<file path="src/rtl/pipe_addsub.sv">
// Pipelined two's-complement adder/subtractor: WIDTH bits split into STAGES
// carry-propagating chunks, with a valid/ready handshake at both ends.
module pipe_addsub #(
    parameter int WIDTH  = 16,
    parameter int STAGES = 4
) (
    input  logic             clk,
    input  logic             rst,
    input  logic             in_valid,
    output logic             in_ready,
    input  logic [WIDTH-1:0] a,
    input  logic [WIDTH-1:0] b,
    input  logic             cin,
    input  logic             sub,
    output logic             out_valid,
    input  logic             out_ready,
    output logic [WIDTH-1:0] s,
    output logic             cout,
    output logic             ovf
);
    localparam int CHUNK = WIDTH / STAGES;

    // Per-stage registers; a_r/b_r keep full width, only unconsumed upper chunks matter.
    logic [WIDTH-1:0]  a_r [STAGES];
    logic [WIDTH-1:0]  b_r [STAGES];
    logic [WIDTH-1:0]  sum_r [STAGES];
    logic [STAGES-1:0] c_r;
    logic [STAGES-1:0] v_r;
    logic              ovf_r;

    logic [WIDTH-1:0]  up_a_s [STAGES];
    logic [WIDTH-1:0]  up_b_s [STAGES];
    logic [WIDTH-1:0]  up_sum_s [STAGES];
    logic [STAGES-1:0] up_c_s;
    logic [STAGES-1:0] up_v_s;
    logic [WIDTH-1:0]  nx_sum_s [STAGES];
    logic [STAGES-1:0] nx_c_s;
    logic [STAGES-1:0] rdy_s;
    logic              nx_ovf_s;

    // Upstream payload for each stage and the chunk add it performs.
    always_comb begin
        logic [CHUNK:0] chunk_v;
        up_a_s[0]   = a;
        up_b_s[0]   = sub ? ~b : b;
        up_sum_s[0] = '0;
        up_c_s      = '0;
        up_v_s      = '0;
        up_c_s[0]   = sub ? ~cin : cin;
        up_v_s[0]   = in_valid;
        for (int k = 1; k < STAGES; k++) begin
            up_a_s[k]   = a_r[k-1];
            up_b_s[k]   = b_r[k-1];
            up_sum_s[k] = sum_r[k-1];
            up_c_s[k]   = c_r[k-1];
            up_v_s[k]   = v_r[k-1];
        end
        nx_c_s = '0;
        for (int k = 0; k < STAGES; k++) begin
            chunk_v = {1'b0, up_a_s[k][k*CHUNK +: CHUNK]}
                    + {1'b0, up_b_s[k][k*CHUNK +: CHUNK]}
                    + {{CHUNK{1'b0}}, up_c_s[k]};
            nx_sum_s[k] = up_sum_s[k];
            nx_sum_s[k][k*CHUNK +: CHUNK] = chunk_v[CHUNK-1:0];
            nx_c_s[k] = chunk_v[CHUNK];
        end
        // Carry into the MSB recovered from the MSB sum bit and its operands.
        nx_ovf_s = nx_c_s[STAGES-1] ^ up_a_s[STAGES-1][WIDTH-1]
                 ^ up_b_s[STAGES-1][WIDTH-1] ^ nx_sum_s[STAGES-1][WIDTH-1];
    end

    // Combinational ready chain from the output back to the input.
    always_comb begin
        rdy_s = '0;
        for (int k = STAGES - 1; k >= 0; k--) begin
            if (k == STAGES - 1) begin
                rdy_s[k] = out_ready | ~v_r[k];
            end else begin
                rdy_s[k] = ~v_r[k] | rdy_s[k+1];
            end
        end
    end

    // Stage registers: load when ready, otherwise hold; payload only moves with valid data.
    always_ff @(posedge clk) begin
        if (rst) begin
            for (int k = 0; k < STAGES; k++) begin
                a_r[k]   <= '0;
                b_r[k]   <= '0;
                sum_r[k] <= '0;
            end
            c_r   <= '0;
            v_r   <= '0;
            ovf_r <= 1'b0;
        end else begin
            for (int k = 0; k < STAGES; k++) begin
                if (rdy_s[k]) begin
                    v_r[k] <= up_v_s[k];
                    if (up_v_s[k]) begin
                        a_r[k]   <= up_a_s[k];
                        b_r[k]   <= up_b_s[k];
                        sum_r[k] <= nx_sum_s[k];
                        c_r[k]   <= nx_c_s[k];
                    end
                end
            end
            if (rdy_s[STAGES-1] && up_v_s[STAGES-1]) begin
                ovf_r <= nx_ovf_s;
            end
        end
    end

    assign in_ready  = rdy_s[0];
    assign out_valid = v_r[STAGES-1];
    assign s         = sum_r[STAGES-1];
    assign cout      = c_r[STAGES-1];
    assign ovf       = ovf_r;
endmodule

</file>
<file path="config.mk">
export PLATFORM = sky130hd
export DESIGN_NAME = pipe_addsub
export DESIGN_NICKNAME = d
export VERILOG_FILES = /design/src/rtl/pipe_addsub.sv
export SDC_FILE = /design/constraint.sdc
export NUM_CORES = 1
export LEC_CHECK = 0
export CAP_MARGIN = 20
export CORE_ASPECT_RATIO = 1.2
export CORE_MARGIN = 1.5
export CORE_UTILIZATION = 55
export DETAILED_ROUTE_END_ITERATION = 16
export HOLD_SLACK_MARGIN = 0.02
export PLACE_DENSITY = 0.81
export SLEW_MARGIN = 20
export SYNTH_ARGS = -nofsm -noshare
export SYNTH_HDL_FRONTEND = slang
export SYNTH_SLANG_ARGS = --single-unit
export TNS_END_PERCENT = 5
</file>
<file path="constraint.sdc">
create_clock -name clk -period 3.17 [get_ports clk]
set_input_delay 0.634 -clock clk [delete_from_list [all_inputs] [get_ports clk]]
set_output_delay 0.634 -clock clk [all_outputs]
set_load 0.05 [all_outputs]
</file>
==> metrics.txt, run 1 <==
status=finished clean; Internal=1.997 mW; fraction of the yosys area taken by sequential cells=65.26%; final hold vios=0; Rows=35; CTS Hold Bufs=0; Chip Width=approximately 84 µm; layout cell share with drive strength beyond 1=a little over a tenth; CP startpoint=out_ready; grt total ovfl=0; Total Wirelength=around 5.8 mm; Worst Tran Pin Value=1051 ps; area leader, netlist=edfxtp_1; Ant. Diodes=0; sequential cell area=2823 µm²; Comb power frac=between 10% and 20%; hold slack final=approximately 500 ps; WP data arrival=1840 ps; Max-Cap Viols=0; RSZ-0062 raised after global routing=no; Psw=slightly above 0.6 mW; post-synthesis register bit count=97; top-count cell post-synth=edfxtp_1; latest clock arrival within the worst-skew pair=360 ps; Mean Syn Cell Area=13.82 µm²; Clock Sink Count=97; fraction of registers with async set/reset=0%; met1 GRT Util=16.07%; worst slack, placed=330.6 ps; PwrDens=around 500 nW/µm²; initial antenna violation count=0; minimum clock period=2477 ps; Initial Util=56.44%; switching share of power=23.64%; DR iter-0 viols=88; Slew HR=29.95%; vias in the first global route=2340; CTS tree=done; Critical Path Slowest Stage Cell=clkdlybuf4s50_1; worst vdd ir=around 0.00033 V; Root Driver=clkbuf_8; Startpoint Class=input port; routability cong.=0.8172; wire length per cell=12.17 µm; top cells by count, synth=edfxtp_1 (88), and2_1 (52), nor2_1 (24), xnor2_1 (15), and2_2 (14); Num CTS Buffers=9; top cells by area, synth=edfxtp_1 (61%), and2_1 (7.5%), dfxtp_1 (4.2%); Slew Viols, Final=0; Post-CTS Setup Inserts=0; H-Tree Depth=3; final setup slack of the worst path=roughly 700 ps; hold path startpoint=ovf; Pwr Total=2.615 mW; Crit. End Element=output pin; multi-input logic area=around 1400 µm²; gr busiest metal=met2; Post-CTS Resized=0; Layout Skew=11.31 ps; GR Util All Layers=15.14%; CP max FO=4; YS warnings=0; post-synthesis cell type count=40; CP required=2540 ps; # DRC=0; worst hold path type=reg -> reg; Tcrit/Tclk final=between 70% and 80%; GR Util met3=3.043%; first-pass GRT wire length=9.949 mm; non-filler cells in the finished layout=473; largest net degree at the start of global routing=29; R2R Path Start=b_r[0][44]; DIE HEIGHT=100.1 µm; Top FF cell, synth=edfxtp_1; vias per cell=4.987; final setup vio count=0; syn_nets=approximately 370; dpl cells=about 460; vias after detailed routing=roughly 2.4k; final core utilization=roughly 68%; crit path kind=in -> out; clk buf depth=2; crit path cell chain=clkdlybuf4s50_1 -> nand3b_1 -> nor2_1 -> nand2_1 -> buf_4; Clk pin slew, worst setup/hold paths=80 ps; Yosys top cell area share=between 60% and 70%; Post-Synthesis Cells=between 300 and 400; cell area after synthesis=4325 µm²; clock share of power=31.1%; Max Clock Freq=403.7 MHz; I/O pins=slightly below 60; max incr delay on CP=440 ps; Port Buffers=57; Placed Area=4999 µm²; M2 GR Usage=28.04%; final net count=434; Fillers=560; fin area=around 5200 µm²; post-route ant nets=0; P_leak=between 2 and 2.5 nW; Post-synth EDFFs=88; core area=7664 µm²; DP HPWL=4.433 mm; DR pass1 iterations=4; Synth-to-Final Area Change=20.39%; setup TNS=0 ps; full die area=about 8400 µm²; Seq pwr share=57.3%
[final cells by class]
type | count | area share [%]
flip-flops and latches | 97 | 54.20
inverters | 13 | 0.9371
clock buffers | 9 | 2.379
repair buffers | 63 | 11.77
multi-input cells | 192 | 26.86
well taps | 92 | 2.210
clock inverters | 7 | 1.634
[cell usage in the layout, fill, tap and decap left out, drive strengths merged, types with 2 or more instances in the layout]
cell type | Yosys | routed
buf | 5 | 7
fa | 8 | 8
o21ai | 2 | 2
a211oi | 3 | 3
nand2 | 7 | 7
nor2 | 25 | 25
a21oi | 12 | 12
and2 | 66 | 66
edfxtp | 88 | 88
nand2b | 3 | 3
clkinvlp | 0 | 2
nor2b | 3 | 3
clkdlybuf4s50 | 0 | 56
nand3 | 3 | 3
or2 | 2 | 2
nor3 | 6 | 6
clkbuf | 6 | 9
dfxtp | 9 | 9
xor2 | 8 | 8
a21o | 4 | 4
xnor2 | 15 | 15
ha | 12 | 12
inv | 13 | 16
[kinds of logic after synthesis]
| logic type | synth area share [%] |
|---|---|
| buffers and inverters | 2.401 |
| adders and majority gates | 7.174 |
| AOI/OAI and AO/OA | 3.876 |
| and+or+nand+nor | 16.40 |
| muxes | 0.2314 |
| xor gates and xnor gates | 4.657 |
| DFF | 65.26 |
[worst paths after layout]
path / cells past startpoint / end / slack, ps
worst max-delay path: 5 / in_ready / 690
worst min-delay path: 1 / ovf / 490
worst max register to register: 6 / ovf / 1010
worst min register to register: 1 / ovf / 490
[power groups by stage]
stage	Combinational, mW	Clock, mW	Sequential, mW
finish	0.303	0.814	1.50
global route	0.336	0.881	1.51
CTS	0.306	0.829	1.50
detailed placement	0.305	0	1.53
global placement	0.291	0	1.53
floorplan	0.158	0	1.56
[sequential cells by signal, summed over array words and instances (netlist names)]
signal / flops
ovf: 1
a_r: 24
b_r: 24
c_r: 4
sum_r: 40
v_r: 4
[critical path: cells and delay by family]
kind                   cells  cell delay (ps)
AND/OR/NAND/NOR            3              570
buffers and inverters      2              640
[layer usage]
metal | share of wire [%] | vias up
met5 | 0 | -
met4 | 2.2 | 0
met3 | 3.8 | 14
met2 | 55 | 70
met1 | 39 | 1071
li1 | - | 1204
Note: power is estimated with default switching activity, not from simulation.
==> run 2, diff against run 1 <==
Clock period 3.17 ns to 2.3 ns, I/O delays scaled along.
==> metrics.txt, run 2 (synthesis results as in run 1) <==
Top reg by flops=sum_r; Total Wirelength=6.215 mm; met2 wire len=about 3.5 mm; CTS tree=done; CTS Hold Bufs=0; largest net degree at the start of global routing=29; DR iter-0 viols=100; GR Util All Layers=16.50%; Ant. Diodes=0; leading cell types in the layout, fill and taps excluded=edfxtp_1 (88), clkdlybuf4s50_1 (56), and2_1 (52); routability cong.=0.7999; max reg flops=40; Slew Viols, Final=0; Post-CTS Setup Inserts=0; CP required=2530 ps; switching share of power=around a quarter; Hold Path Cell Cnt=1; H-Tree Depth=3; Worst R2R Path Depth=6; final setup slack of the worst path=103.2 ps; wire length per cell=12.89 µm; DR pass1 iterations=4; latest clock arrival within the worst-skew pair=360 ps; Max-Cap Viols=0; Layout Skew=around 6.4 ps; Port Buffers=57; Comb power frac=12.3%; leading cell type in the layout, fill and taps excluded=edfxtp_1; minimum clock period=2197 ps; DP HPWL=4.757 mm; worst slack, placed=-307.6 ps; worst hold path type=reg -> reg; R2R Path Start=b_r[0][44]; Num CTS Buffers=9; P_leak=2.090 nW; Post-CTS Resized=0; CP max FO=3; Psw=0.8758 mW; Synth-to-Final Area Change=23.58%; Startpoint Class=input port; I/O pins=58; final hold vios=0; status=finished clean; crit path kind=in -> reg; Chip Width=83.96 µm; Root Driver=clkbuf_8; Internal=2.778 mW; Rows=35; Largest regs=sum_r (40), a_r (24), b_r (24); clk buf depth=2; RSZ-0062 raised after global routing=no; # DRC=0; vias per cell=5.035; reg2reg setup slack=140 ps; layout cell share with drive strength beyond 1=14.10%; post-route ant nets=0; vias after detailed routing=2427; vias in the first global route=2503; PwrDens=683.5 nW/µm²; Tcrit/Tclk final=95.51%; r2r endpoint=ovf; Hold Path End=ovf; Crit. End Element=flop; hold path startpoint=ovf; final net count=443; final setup vio count=0; Clk pin slew, worst setup/hold paths=100 ps; initial antenna violation count=0; full die area=~8400 µm²; Clock Sink Count=97; Seq pwr share=56.5%; Worst Tran Pin Value=874.9 ps; grt total ovfl=0; Initial Util=56.44%; core area=~7700 µm²; M1 wire length=2.364 mm; Pwr Total=3.654 mW; Slew HR=between 40% and 50%; first-pass GRT wire length=10.81 mm; hold slack final=496.0 ps; WP data arrival=2430 ps; clock share of power=31.1%; met3 WL post-DR=245 µm; Fillers=approximately 520; DR top layer=met4; Max Clock Freq=455.2 MHz; worst vdd ir=0.0003948 V; DIE HEIGHT=between 100 and 150 µm
==> run 2: critical path, cell delays in order <==
cell and delay (ps):
clkdlybuf4s50_1 490, xor2_1 220, fa_2 390, fa_2 350, a21o_1 190, a211oi_2 230, a211oi_1 90
==> run 2: how the worst max path moves through the flow <==
stage | from | end | slack, ps
2_1_floorplan | sub | c_r[0] | 30
3_3_place_gp | sub | c_r[0] | -170
3_5_place_dp | sub | c_r[0] | -310
4_1_cts | sub | c_r[0] | 90
6_report | sub | c_r[0] | 100
5_1_grt | sub | c_r[0] | 9
==> run 2: per-layer routing <==
metal / up-vias / global-route usage [%]
met2: 63 / 32.69
met4: 0 / 7.440
met5: - / 0
met3: 7 / 3.865
li1: 1224 / -
met1: 1133 / 16.04
==> run 2: layout make-up <==
type	count	area (µm²)	share of cell area [%]
timing repair buffer	72	730.7	13.67
multi-input combinational	192	1416	26.50
clock buffer	9	123.9	2.317
sequential	97	2823	52.81
tap	92	115.1	2.154
clock inverter	7	87.58	1.639
inverter	13	48.80	0.9129
==> run 2: power by group through the flow <==
stage / sequential [mW] / clock (mW) / combinational [mW]
after floorplan: 2.15 / 0 / 0.221
after global placement: 2.10 / 0 / 0.430
after detailed placement: 2.11 / 0 / 0.446
after CTS: 2.07 / 1.16 / 0.449
after global routing: 2.08 / 1.22 / 0.500
final: 2.07 / 1.14 / 0.450
==> run 2: through the flow <==
step | util (%) | TNS [ps] | instances | cell area (µm²)
3_5_place_dp | 66.82 | -1933 | 466 | 5121
2_1_floorplan | - | 0 | 313 | 4337
6_report | 69.75 | 0 | 482 | 5345
4_1_cts | 69.58 | 0 | 482 | 5333
5_1_grt | 69.75 | 0 | 482 | 5345
3_3_place_gp | 66.82 | -509.3 | 466 | 5121
